## src/rtl/wb_ctrl.sv

```systemverilog
`default_nettype none
// ============================================================================
//  Module   : wb_ctrl
//  Purpose  : Write-back controller for the register-file write port.
//             Merges single-cycle ALU results with multi-cycle, in-order
//             load responses held in a small circular queue, and keeps a
//             scoreboard of registers with loads in flight so decode can
//             be stalled on RAW/WAW hazards.
//  Ports    : clk, rst                  - clock / sync active-high reset
//             alu_we_i/waddr_i/wdata_i  - ALU result
//             ld_issue_i/ld_rd_i        - load issue (allocates an entry)
//             ld_ready_o                - queue not full
//             ld_rsp_valid_i/data_i     - in-order load response
//             re1_i/raddr1_i, re2_i/raddr2_i, rd_chk_i/rd_i - decode probes
//             stall_o                   - hazard against a pending load
//             we_o/waddr_o/wdata_o      - registered register-file write
//  Config   : WB_BYPASS_EN - a load write currently on we_o no longer
//             counts as busy for stall_o (register file forwards it).
//  Revision : 1.0 - initial release
// ============================================================================
module wb_ctrl #(
    parameter int LD_DEPTH = 4
) (
    input  logic        clk,
    input  logic        rst,
    input  logic        alu_we_i,
    input  logic [4:0]  alu_waddr_i,
    input  logic [31:0] alu_wdata_i,
    input  logic        ld_issue_i,
    input  logic [4:0]  ld_rd_i,
    output logic        ld_ready_o,
    input  logic        ld_rsp_valid_i,
    input  logic [31:0] ld_rsp_data_i,
    input  logic        re1_i,
    input  logic [4:0]  raddr1_i,
    input  logic        re2_i,
    input  logic [4:0]  raddr2_i,
    input  logic        rd_chk_i,
    input  logic [4:0]  rd_i,
    output logic        stall_o,
    output logic        we_o,
    output logic [4:0]  waddr_o,
    output logic [31:0] wdata_o
);

    localparam int PW = $clog2(LD_DEPTH);
    localparam logic [PW:0] c_DEPTH = (PW+1)'(LD_DEPTH);
    localparam logic [PW:0] c_ONE   = (PW+1)'(1);

    // Queue storage
    logic [4:0]  r_q_rd     [LD_DEPTH];
    logic [31:0] r_q_data   [LD_DEPTH];
    logic        r_q_filled [LD_DEPTH];

    // Pointers carry one extra wrap bit so fill==tail is unambiguous
    // even when every entry is allocated.
    logic [PW:0] r_tail;
    logic [PW:0] r_fill;
    logic [PW:0] r_head;
    logic [PW:0] r_count;

    logic [31:0] r_busy;
    logic        r_we;
    logic [4:0]  r_waddr;
    logic [31:0] r_wdata;
    logic        r_wb_ld;   // current we_o write came from a load

    logic [PW-1:0] w_tail_idx;
    logic [PW-1:0] w_fill_idx;
    logic [PW-1:0] w_head_idx;
    logic          w_issue;
    logic          w_rsp;
    logic          w_alu;
    logic          w_head_valid;
    logic          w_retire;
    logic [4:0]    w_ret_rd;
    logic [31:0]   w_ret_data;
    logic [31:0]   w_busy_nxt;
    logic [31:0]   w_busy_eff;

    assign w_tail_idx = r_tail[PW-1:0];
    assign w_fill_idx = r_fill[PW-1:0];
    assign w_head_idx = r_head[PW-1:0];

    assign ld_ready_o = (r_count != c_DEPTH);
    assign w_issue    = ld_issue_i && ld_ready_o;
    // Only entries allocated before this cycle may be filled.
    assign w_rsp      = ld_rsp_valid_i && (r_fill != r_tail);
    assign w_alu      = alu_we_i && (alu_waddr_i != 5'd0);

    // A response landing on the head entry can retire in the same cycle,
    // giving a one-cycle response-to-we_o latency.
    assign w_head_valid = (r_count != '0) &&
                          (r_q_filled[w_head_idx] || (w_rsp && (r_fill == r_head)));
    assign w_retire     = !w_alu && w_head_valid;
    assign w_ret_rd     = r_q_rd[w_head_idx];
    assign w_ret_data   = r_q_filled[w_head_idx] ? r_q_data[w_head_idx] : ld_rsp_data_i;

    // Clear happens first so a new load to the register just written
    // (possible with bypass) keeps it busy.
    always_comb begin
        w_busy_nxt = r_busy;
        if (r_we && r_wb_ld) begin
            w_busy_nxt[r_waddr] = 1'b0;
        end
        if (w_issue && (ld_rd_i != 5'd0)) begin
            w_busy_nxt[ld_rd_i] = 1'b1;
        end
        w_busy_nxt[0] = 1'b0;
    end

    always_comb begin
        w_busy_eff = r_busy;
`ifdef WB_BYPASS_EN
        if (r_we && r_wb_ld) begin
            w_busy_eff[r_waddr] = 1'b0;
        end
`endif
        w_busy_eff[0] = 1'b0;
    end

    assign stall_o = (re1_i    && w_busy_eff[raddr1_i]) |
                     (re2_i    && w_busy_eff[raddr2_i]) |
                     (rd_chk_i && w_busy_eff[rd_i]);

    always_ff @(posedge clk) begin
        if (rst) begin
            r_tail  <= '0;
            r_fill  <= '0;
            r_head  <= '0;
            r_count <= '0;
            r_busy  <= '0;
            r_we    <= 1'b0;
            r_waddr <= 5'd0;
            r_wdata <= 32'd0;
            r_wb_ld <= 1'b0;
            for (int i = 0; i < LD_DEPTH; i++) begin
                r_q_filled[i] <= 1'b0;
            end
        end else begin
            if (w_issue) begin
                r_q_rd[w_tail_idx]     <= ld_rd_i;
                r_q_filled[w_tail_idx] <= 1'b0;
                r_tail                 <= r_tail + c_ONE;
            end
            if (w_rsp) begin
                r_q_data[w_fill_idx]   <= ld_rsp_data_i;
                r_q_filled[w_fill_idx] <= 1'b1;
                r_fill                 <= r_fill + c_ONE;
            end
            if (w_retire) begin
                r_head <= r_head + c_ONE;
            end

            case ({w_issue, w_retire})
                2'b10:   r_count <= r_count + c_ONE;
                2'b01:   r_count <= r_count - c_ONE;
                default: r_count <= r_count;
            endcase

            r_busy <= w_busy_nxt;

            if (w_alu) begin
                r_we    <= 1'b1;
                r_waddr <= alu_waddr_i;
                r_wdata <= alu_wdata_i;
                r_wb_ld <= 1'b0;
            end else if (w_retire && (w_ret_rd != 5'd0)) begin
                r_we    <= 1'b1;
                r_waddr <= w_ret_rd;
                r_wdata <= w_ret_data;
                r_wb_ld <= 1'b1;
            end else begin
                // x0 loads retire silently; address/data hold.
                r_we    <= 1'b0;
                r_wb_ld <= 1'b0;
            end
        end
    end

    assign we_o    = r_we;
    assign waddr_o = r_waddr;
    assign wdata_o = r_wdata;

endmodule
`default_nettype wire

```

## config.mk

```make
export PLATFORM = sky130hd
export DESIGN_NAME = wb_ctrl
export DESIGN_NICKNAME = d
export VERILOG_FILES = /design/src/rtl/wb_ctrl.sv
export SDC_FILE = /design/constraint.sdc
export NUM_CORES = 1
export LEC_CHECK = 0
export ABC_AREA = 1
export BUFFER_PORTS_ARGS = -buffer_cell sky130_fd_sc_hd__buf_2
export CAP_MARGIN = 10
export CELL_PAD_IN_SITES_DETAIL_PLACEMENT = 1
export CELL_PAD_IN_SITES_GLOBAL_PLACEMENT = 1
export CORE_MARGIN = 1.5
export CORE_UTILIZATION = 44
export DETAILED_ROUTE_END_ITERATION = 10
export PLACE_DENSITY = 0.88
export SLEW_MARGIN = 20
export SYNTH_ARGS = -nofsm -noshare
export SYNTH_HDL_FRONTEND = slang
export SYNTH_SLANG_ARGS = --single-unit
```

## constraint.sdc

```tcl
create_clock -name clk -period 3.25 [get_ports clk]
set_input_delay 0.8125 -clock clk [delete_from_list [all_inputs] [get_ports clk]]
set_output_delay 0.8125 -clock clk [all_outputs]
set_load 0.1 [all_outputs]
```

Word level (Yosys, flattened, before mapping)
Memory sizes are Yosys's and may differ from the RTL's. A register that Yosys moved wholly into a read port is not among the register bits.
Cells that the tools add are included.
{"block": "word_totals", "ramBits": 152, "regBits": 83, "memories": 3, "output_inout_bits": 40}
{"memory": "r_q_data", "depth": 4, "width": 32, "rd": 1, "rd_ports_with_merged_regs": 1, "write_ports": 1, "line_no": "52", "text": "logic [31:0] r_q_data [LD_DEPTH];"}
{"memory": "r_q_rd", "depth": 4, "width": 5, "rd": 1, "rd_ports_with_merged_regs": 1, "write_ports": 1, "line_no": "51", "text": "logic [4:0] r_q_rd [LD_DEPTH];"}
{"memory": "r_q_filled", "depth": 4, "width": 1, "rd": 1, "rd_ports_with_merged_regs": 1, "write_ports": 4, "line_no": "53", "text": "logic r_q_filled [LD_DEPTH];"}
{"block": "classes", "n_reduce_logical": 25, "bitwise_logic": 5, "n_addsub": 5, "n_eq_ne": 5, "magnitude_cmp": 7, "mux": 40}
{"operator": "32-bit two-way mux", "count": 5}
{"operator": "32-bit bitwise AND", "count": 1}
{"operator": "32-bit inverter", "count": 1}
{"operator": "32-bit OR", "count": 1}
{"operator": "5-bit by 6-bit less-than comparator with 1-bit output, second input constant", "count": 5}
{"operator": "1-bit two-way mux", "count": 19}
{"operator": "2-bit two-way mux", "count": 8}
{"operator": "1-bit binary-select mux with 5-bit select", "count": 3}
{"operator": "5-bit nonzero test", "count": 3}
{"operator": "1-bit logical AND", "count": 14}
{"operator": "3-bit by 1-bit adder with 3-bit output, second input constant", "count": 4}
{"operator": "1-bit demux with 5-bit select", "count": 2}
{"operator": "5-bit by 1-bit greater-or-equal comparator with 1-bit output, second input constant", "count": 2}
{"operator": "5-bit two-way mux", "count": 2}
{"operator": "3-bit one-hot mux with 2 select lines", "count": 1}
{"operator": "2-bit nonzero test", "count": 2}
{"operator": "3-bit == test", "count": 1}
{"operator": "3-bit != test", "count": 1}
{"operator": "3-bit != test, second input constant", "count": 1}
{"operator": "3-bit nonzero test", "count": 1}
{"operator": "3-bit by 1-bit subtractor with 3-bit output, second input constant", "count": 1}
{"operator": "2-bit by 1-bit == test with 1-bit output, second input constant", "count": 1}
{"operator": "2-bit == test, second input constant", "count": 1}
{"operator": "1-bit OR", "count": 2}
{"operator": "4 further kinds", "count": 5}

Longest topological paths before layout
Gate-level depths: netlist (run 1).
{"block": "depth", "ltp_word": 9, "mapped_depth": 16, "ltp_nobuf": 16}

Worst setup path after synthesis (run 1)
No wires, ideal clock.
{"block": "synth_timing", "path_kind": "input to output", "start": "input port rd_i[0]", "end": "output port stall_o", "n_path_buf": 2, "cell_stages": 11, "arrival_time_ps": 2573, "required_time_ps": 2438, "path_slack_ps": -135, "cell_sequence": "clkbuf_1 inv_1 clkbuf_1 nand2_1 nand3_1 nand3_1 nand2_1 a21oi_1 nand2_1 nand3_1 nand3_1"}
{"block": "synth_via", "elab_chain_cells": 4}
{"element": "start: declaration", "line_no": "39", "text": "input logic [4:0] rd_i,"}
{"element": "1-bit binary-select mux with 5-bit select", "line_no": "124", "text": "(rd_chk_i && w_busy_eff[rd_i]);"}
{"element": "1-bit two-way mux (implied by the code)", "line_no": "124"}
{"element": "1-bit logical AND", "line_no": "124"}
{"element": "1-bit OR", "line_no": "123", "text": "(re2_i && w_busy_eff[raddr2_i]) |"}
{"element": "end: declaration", "line_no": "40", "text": "output logic stall_o,"}
Every way passes these cells. The select of a mux whose other input is x is not followed.

Worst setup path in the final report (run 1)
Ends and elaborated chain as after synthesis.

==> impl_metrics.ini, run 1 <==
[critical_path]
critical_path_class = input port to primary output
worstPathArrival_ns = 2.22
critical_path_required_ns = 2.44
r2r_cells = 14
crit_path_start_kind = input port
rrSetupSlack_ns = 0.45
cp-end-kind = primary output
r2r-end = r_count[2]
crit_path_max_fanout = 18

[sta]
clock_skew_ns = 0.01236
hold_violations = 0
grt_setup_unrepaired = no
slew_violations = 0
tightest_slew_ns = 0.8989
max_freq_ghz = 0.3299
slew_headroom = 0.4008
tns_ns = 0
layout_min_cycle_time_ns = 3.031
holdWs_ns = 0.4893
setup_viol = 0
worst_slack_ns = 0.2190
post-route-period-util = 0.9326

[clock_network]
h-tree-depth = 1
cts_sinks = 236
post_cts_buffers = 0
insertion_delay_ns = 0.54
numCtsBuffers = 26
cts_root_buf = clkbuf_16
ctsResizeCount = 0
clk_pin_slew_ns = 0.06
cts_tree = yes
clockBufferDepth = 3
cts_hold_buffers = 0

[global_routing]
grt_overflow_total = 0
antenna_found_initial = 4
first_global_vias = 11120
grt_pass1_wl_um = 58810
grt_max_degree = 77
groute.usage.overall = 0.2829

[detailed_routing]
routed_wl_um = 37820
vias = 10447
first_iter_violations = 837
viasPerCell = 5.548
drtPass1Iterations = 5
ant_nets = 0
wl_per_cell_um = 20.08
remaining_drc_errors = 0

[die]
die_y_um = 163.8
ios = 137
core_area_mm2 = 0.02525
die_area_mm2 = 0.02684
row_count = 58
initial_core_util = 0.4507
fp.dieW_um = 163.8

[synth]
yosysUniqueCellTypes = 32
avgSynthCellArea_um2 = 8.043
ys_top_cells_by_count = nand2_1 (515), nand3_1 (232), edfxtp_1 (148)
yosys_warnings = 0
yosys.area.top_type = edfxtp_1
synth_edf_count = 148
synthTopCellsByArea = edfxtp_1 (39%), nand2_1 (17%), dfxtp_1 (15%)
yosys.area.top_type_share = 0.3905
yosys_most_used_dff = edfxtp_1
ys_ff_latch = 236
synth_area_mm2 = 0.01138
synthCells = 1415
ys_seq_area_frac = 0.5453
synth.most_common_cell = nand2_1
syn_nets = 1523
async_reset_ff_frac = 0

[pwr]
power_density_mw_per_mm2 = 643.6
power_mw = 8.490
peakVddDrop_v = 0.0003689
leakage_nw = 5.693

[placement]
dp.final_hpwl_um = 24480
port_buffers = 136
place_congestion = 0.9011
dp_cells = 1831
place_ws_ns = 0.2413

[worst_hold_path]
worstHoldStart = r_busy[3]
min_path_type = flop to flop
whs_path_depth = 2
whs_endpoint = r_busy[3]

[outcome]
outcome = finished clean

[flow_run]
maxCapViolCount = 0

[finish]
fin_nets = 1637
fin_cells = 1883
drive_above_1_share = 0.1369
area_growth_pct = 15.90
n_fill_cell = 3137
[metrics by stage]
stage                 util  instance area (um^2)
floorplan                -                 11390
global placement    0.4887                 12340
detailed placement  0.4887                 12340
CTS                 0.5219                 13180
global route        0.5223                 13190
finish              0.5223                 13190
[sequential cells by signal (all words and copies together) (netlist names), named ones only]
| register | count |
|---|---|
| r_busy | 31 |
| r_count | 3 |
| r_fill | 3 |
| r_head | 3 |
| r_q_data | 128 |
| r_q_filled | 4 |
| r_q_rd | 20 |
| r_tail | 3 |
| r_wb_ld | 1 |
| waddr_o | 5 |
| wdata_o | 32 |
| we_o | 1 |
[layer usage]
metal | routed length (um) | vias up | GRT usage
met3 | 2190 | 92 | 0.03813
li1 | - | 4902 | -
met1 | 15700 | 5112 | 0.3558
met4 | 1218 | 0 | 0.1182
met2 | 18710 | 341 | 0.4885
met5 | 0 | - | 0
[placed cells by master (no fill, tap or decap), types with 2 or more instances in the layout]
| cell type | Yosys | routed |
|---|---|---|
| nand3_1 | 232 | 231 |
| inv_1 | 115 | 114 |
| buf_2 | 27 | 135 |
| nand2_1 | 515 | 515 |
| diode_2 | 0 | 4 |
| bufinv_16 | 0 | 2 |
| o311ai_0 | 2 | 2 |
| clkinv_2 | 0 | 8 |
| nand3b_1 | 2 | 2 |
| clkbuf_1 | 27 | 4 |
| a21oi_1 | 81 | 81 |
| inv_2 | 2 | 2 |
| nand3_2 | 1 | 2 |
| o211ai_1 | 9 | 9 |
| nor2_1 | 55 | 51 |
| o21ai_0 | 52 | 52 |
| edfxtp_1 | 148 | 148 |
| clkinv_1 | 2 | 7 |
| nor3_1 | 14 | 14 |
| nor2_2 | 0 | 4 |
| ha_1 | 10 | 10 |
| xor2_1 | 2 | 2 |
| clkbuf_16 | 0 | 26 |
| buf_4 | 1 | 25 |
| dfxtp_1 | 88 | 87 |
| clkbuf_8 | 0 | 3 |
[critical path: stages]
cell	delay, ns
buf_2	0.24
inv_1	0.26
nand2_1	0.12
nand3_1	0.08
nand3_1	0.10
nand2_1	0.06
a21oi_1	0.12
nand2_1	0.07
nand3_1	0.08
nand3_2	0.10
buf_12	0.18
[layout make-up]
class,count,area (um^2),share of cell area
Tap cell,330,412.9,0.03130
Timing Repair Buffer,161,883.3,0.06697
Clock buffer,33,706.9,0.05359
Sequential cell,236,6207,0.4706
Antenna cell,4,10.01,0.0007589
Inverter,119,446.7,0.03386
Multi-Input combinational cell,985,4392,0.3330
Clock inverter,15,131.4,0.009960
[worst max path at each step]
stage,start,end,slack (ns),cells past startpoint
finish,rd_i[0],stall_o,0.22,11
global route,rd_i[0],stall_o,0.04,11
CTS,rd_i[0],stall_o,0.24,11
detailed placement,rd_i[0],stall_o,0.24,11
global placement,rd_i[0],stall_o,0.33,11
floorplan,rd_i[0],stall_o,0.13,11
[power breakdown]
part | leakage, nW | internal (mW) | total (mW) | switching [mW]
Sequential | 2.06 | 3.36 | 3.46 | 0.105
Clock | 0.419 | 1.69 | 2.92 | 1.23
Combinational | 3.21 | 0.491 | 2.11 | 1.62
Total | 5.69 | 5.54 | 8.49 | 2.95
[cells by family (layout without fill, tap and decap cells)]
family / after synthesis / count (layout) / synth area share
AOI/OAI and AO/OA: 148 / 148 / 0.06838
xor gates and xnor gates: 3 / 3 / 0.002309
adders and majority gates: 11 / 11 / 0.01275
buffers and inverters: 194 / 328 / 0.07058
DFF: 236 / 236 / 0.5453
other: 0 / 4 / 0
and+or+nand+nor: 823 / 823 / 0.3007
No activity file was read; power rests on OpenSTA's default activity.
==> run 2, diff against run 1 <==
--- a/config.mk
+++ b/config.mk
@@ -16,3 +16,2 @@
 export PLACE_DENSITY = 0.88
-export SLEW_MARGIN = 20
 export SYNTH_ARGS = -nofsm -noshare
==> constraint.sdc (replaced) <==
create_clock -name clk -period 3.25 [get_ports clk]
set_input_delay 0.325 -clock clk [delete_from_list [all_inputs] [get_ports clk]]
set_output_delay 0.325 -clock clk [all_outputs]
set_load 0.1 [all_outputs]
==> impl_metrics.ini, run 2 (synthesis gave the netlist of run 1 again) <==
[outcome]
outcome = finished clean

[sta]
tns_ns = 0
setup_viol = 0
max_freq_ghz = 0.3655
post-route-period-util = 0.8418
clock_skew_ns = 0.008826
tightest_slew_ns = 0.9584
slew_violations = 0
holdWs_ns = 0.02370
slew_headroom = 0.3562
hold_violations = 0
layout_min_cycle_time_ns = 2.736
grt_setup_unrepaired = no

[pwr]
p_seq_frac = 0.421
power.internal_mw = 5.299
combPwrFrac = 0.254
peakVddDrop_v = 0.0003923
switching_share = 0.3550
p_switching_mw = 2.916
power_density_mw_per_mm2 = 629.4
p_clk_frac = 0.325
leakage_nw = 5.609
power_mw = 8.216

[critical_path]
critical_path_required_ns = 3.67
cp_top_family = simple AND/OR/NAND/NOR gates
crit_path_start_kind = flop
r2r_start = r_fill[1]
crit_buf_inv = 3
crit_top_cell = nand2_1
path_depth = 15
critical_path_class = flop to flop
r2r_cells = 15
cp_cell_sequence = inv_1 > nand2_1 > nand2_1 > nand3_1 > nand3_1 > nand2_1 > nand2_1 > inv_1 > ha_1 > inv_1 > fa_1 > a21oi_1 > o21ai_0 > o21ai_0 > a21oi_1
worstPathArrival_ns = 3.16
worst_path_max_delay_cell = dfxtp_1
crit_path_max_fanout = 7
r2r-end = r_count[2]
endpoint = r_count[2]
crit_start = r_fill[1]
cp-end-kind = flop
rrSetupSlack_ns = 0.51
slowest_delay_ns = 0.48

[detailed_routing]
drtPass1Iterations = 5
viasPerCell = 5.522
vias = 10353
remaining_drc_errors = 0
ant_nets = 0
first_iter_violations = 844
routed_wl_um = 36840
wl_per_cell_um = 19.65

[placement]
place_congestion = 0.8942
dp_cells = 1828
port_buffers = 136
dp.final_hpwl_um = 25020

[finish]
final_cell_mix = nand2_1 (515), nand3_1 (232), edfxtp_1 (148)
drive_above_1_share = 0.1295
post-route-util = 0.5168
n_fill_cell = 3124
largest_reg_flops = 128
area_growth_pct = 14.69
multi_input_area_mm2 = 0.004387
fin_nets = 1633
regMostFlops = r_q_data
mostFrequentLayoutCell = nand2_1
regArea_mm2 = 0.006207
fin_cells = 1875

[flow_run]
maxCapViolCount = 0

[clock_network]
clk_pin_slew_ns = 0.06
insertion_delay_ns = 0.54
clockBufferDepth = 3
cts_tree = yes
cts_root_buf = clkbuf_16
h-tree-depth = 1
ctsResizeCount = 0
cts_hold_buffers = 0
post_cts_buffers = 0
cts_sinks = 236
numCtsBuffers = 25

[global_routing]
grt_pass1_wl_um = 57690
first_global_vias = 10931
groute.usage.overall = 0.2758
antenna_found_initial = 1
grt_max_degree = 60
grt_overflow_total = 0

[die]
ios = 137
fp.dieW_um = 163.8
core_area_mm2 = 0.02525
initial_core_util = 0.4507
die_area_mm2 = 0.02684
row_count = 58
die_y_um = 163.8

[worst_hold_path]
worstHoldStart = ld_rsp_data_i[2]
min_path_type = input port to flop
-- run 2: how the worst min path moves through the flow --
| stage | to | cells past startpoint |
|---|---|---|
| finish | r_q_data[3][2] | 1 |
| detailed placement | r_q_filled[0] | 2 |
| CTS | r_q_data[3][2] | 1 |
| floorplan | r_q_data[0][0] | 0 |
| global placement | r_busy[3] | 2 |
| global route | r_q_data[3][2] | 1 |
-- run 2: power groups by stage --
stage,sequential [mW],clock (mW),combinational (mW)
final,3.46,2.67,2.09
after global routing,3.48,2.79,2.27
after CTS,3.46,2.68,2.09
after detailed placement,3.52,0,2.06
after global placement,3.51,0,1.97
after floorplan,3.97,0,1.04
-- run 2: metal layers --
| layer | vias up | part of all wire | track usage |
|---|---|---|---|
| li1 | 4883 | - | - |
| met1 | 5095 | 0.44 | 0.3625 |
| met2 | 305 | 0.48 | 0.4707 |
| met3 | 70 | 0.055 | 0.03939 |
| met4 | 0 | 0.023 | 0.08388 |
| met5 | - | 0 | 0 |
-- run 2: final cells by class --
type	count	share of cell area
diodes	1	0.0001917
flip-flops and latches	236	0.4756
multi-input cells	985	0.3361
clock inverters	13	0.005752
repair buffers	158	0.06480
inverters	119	0.03422
clock buffers	33	0.05176
well taps	330	0.03163
-- run 2: stage by stage --
stage	setup slack, ns	cell area (um^2)
after global routing	0.3188	13050
after CTS	0.5524	13050
after detailed placement	0.6019	12300
final	0.5142	13050
after floorplan	0.4680	11380
after global placement	0.7736	12300
==> run 3, diff against run 2 <==
Settings changed: CORE_UTILIZATION 44 to 39, PLACE_DENSITY 0.88 to 0.83.
Clock period 3.25 ns to 2.5 ns, I/O delays scaled along.
==> impl_metrics.ini, run 3 (synthesis gave the netlist of run 1 again) <==
[outcome]
outcome = finished clean

[critical_path]
cp_cell_sequence = inv_1 > buf_4 > nand3_1 > nand2_1 > nand2_1 > nor2_1 > nand2_1 > nand3_2 > buf_12 > nand3_1 > nand2_1 > nor2_1
r2r_cells = 12
cp_top_family = simple AND/OR/NAND/NOR gates
cp-end-kind = flop
worstPathArrival_ns = 2.76
critical_path_required_ns = 2.91
crit_buf_inv = 3
critical_path_class = flop to flop
rrSetupSlack_ns = 0.15
slowest_delay_ns = 0.46
worst_path_max_delay_cell = buf_4
crit_path_start_kind = flop
r2r-end = wdata_o[27]
crit_path_max_fanout = 44
crit_top_cell = nand2_1

[worst_hold_path]
min_path_type = input port to flop
whs_path_depth = 1
worstHoldStart = ld_rd_i[1]
whs_endpoint = r_q_rd[1][1]

[sta]
max_freq_ghz = 0.4264
hold_violations = 0
clock_skew_ns = 0.01227
slew_violations = 0
setup_viol = 0
post-route-period-util = 0.9381
slew_headroom = 0.2520
layout_min_cycle_time_ns = 2.345
tightest_slew_ns = 1.112

[detailed_routing]
ant_nets = 0
vias = 10640
viasPerCell = 5.390
wl_per_cell_um = 19.18
routed_wl_um = 37860
remaining_drc_errors = 0
drtPass1Iterations = 5
first_iter_violations = 783

[clock_network]
cts_tree = yes
cts_root_buf = clkbuf_16
clockBufferDepth = 3
clk_pin_slew_ns = 0.06
h-tree-depth = 1
cts_sinks = 236
insertion_delay_ns = 0.53
numCtsBuffers = 26

[finish]
regMostFlops = r_q_data
largest_reg_flops = 128
post-route-util = 0.4784
fin_nets = 1677
drive_above_1_share = 0.1417
final_cell_mix = nand2_1 (514), nand3_1 (231), edfxtp_1 (148)
mostFrequentLayoutCell = nand2_1
area_growth_pct = 20.65

[die]
die_area_mm2 = 0.03022
die_y_um = 173.8
initial_core_util = 0.3965
fp.dieW_um = 173.8
ios = 137
row_count = 62
core_area_mm2 = 0.02870

[global_routing]
antenna_found_initial = 2
groute.usage.overall = 0.2449
first_global_vias = 11083
grt_pass1_wl_um = 59000
grt_overflow_total = 0
grt_max_degree = 109

[pwr]
peakVddDrop_v = 0.0004659
leakage_nw = 5.880
power_density_mw_per_mm2 = 816.3
power_mw = 11.21

[placement]
place_congestion = 0.8716
port_buffers = 136
dp.final_hpwl_um = 24460

[flow_run]
maxCapViolCount = 0
## run 3: cell count changes in the layout (fill, tap and decap cells not counted), sizes merged
| cell | delta |
|---|---|
| dlygate4sd3 | +32 |
| buf | +11 |
| clkbuf | +5 |
| clkinv | -5 |
| bufinv | +3 |
| clkinvlp | -2 |
| diode | +1 |
## run 3: worst register-to-register path, stage by stage (launching register included)
cell and delay (ns):
dfxtp_1 0.39, inv_1 0.11, buf_4 0.46, nand3_1 0.23, nand2_1 0.15, nand2_1 0.07, nor2_1 0.08, nand2_1 0.09
nand3_2 0.16, buf_12 0.23, nand3_1 0.14, nand2_1 0.10, nor2_1 0.05
## run 3: how the worst max path moves through the flow
| stage | from | endpoint | slack [ns] | cells past startpoint |
|---|---|---|---|---|
| after detailed placement | r_fill[0] | r_count[2] | 0.14 | 15 |
| final | flop | wdata_o[27] | 0.15 | 12 |
| after floorplan | r_tail[1] | r_q_data[0][0] | -0.28 | 8 |
| after global routing | r_fill[1] | r_count[2] | -0.0007 | 16 |
| after CTS | r_fill[0] | r_count[2] | 0.08 | 15 |
| after global placement | r_fill[0] | r_count[2] | 0.28 | 15 |
## run 3: layout make-up
class | count | area [um^2]
timing repair buffer | 201 | 1324
sequential | 236 | 6212
clock buffer | 38 | 726.9
multi-input combinational | 985 | 4414
fill | 3500 | 14970
clock inverter | 9 | 121.4
antenna | 2 | 5.005
inverter | 119 | 446.7
tap | 384 | 480.5
## run 3: metal layers
layer / share of wire / global-route usage / wire length, um / up-vias
met2: 0.50 / 0.4242 / 18820 / 358
met1: 0.42 / 0.3142 / 16010 / 5228
met3: 0.047 / 0.02939 / 1770 / 80
li1: - / - / - / 4974
met4: 0.033 / 0.09016 / 1255 / 0
met5: 0 / 0 / 0 / -
## run 3: what timing repair did
item                                    CTS  global route
endpoints found under the setup margin    0            18
endpoints found under the hold margin   124             0
hold buffers                             32             0
buffers inserted                          0             3
gates resized for setup                   0            12
## run 3: where the power goes
| group | leakage [nW] | total (mW) | switching (mW) | internal (mW) |
|---|---|---|---|---|
| clock network | 0.413 | 3.87 | 1.55 | 2.32 |
| logic | 3.41 | 2.84 | 2.13 | 0.714 |
| registers | 2.06 | 4.50 | 0.132 | 4.36 |
## run 3: through the flow
| step | hold slack (ns) | worst slack [ns] | cells | setup TNS [ns] | instance area [um^2] |
|---|---|---|---|---|---|
| floorplan | 0.3489 | -0.2820 | 1415 | -36.09 | 11390 |
| global placement | 0.4657 | 0.2791 | 1890 | 0 | 12530 |
| detailed placement | 0.4829 | 0.1419 | 1890 | 0 | 12530 |
| CTS | 0.00009129 | 0.07687 | 1969 | 0 | 13700 |
| global route | 0.02037 | -0.0006588 | 1974 | -0.0006588 | 13730 |
| finish | 0.01272 | 0.1547 | 1974 | 0 | 13730 |
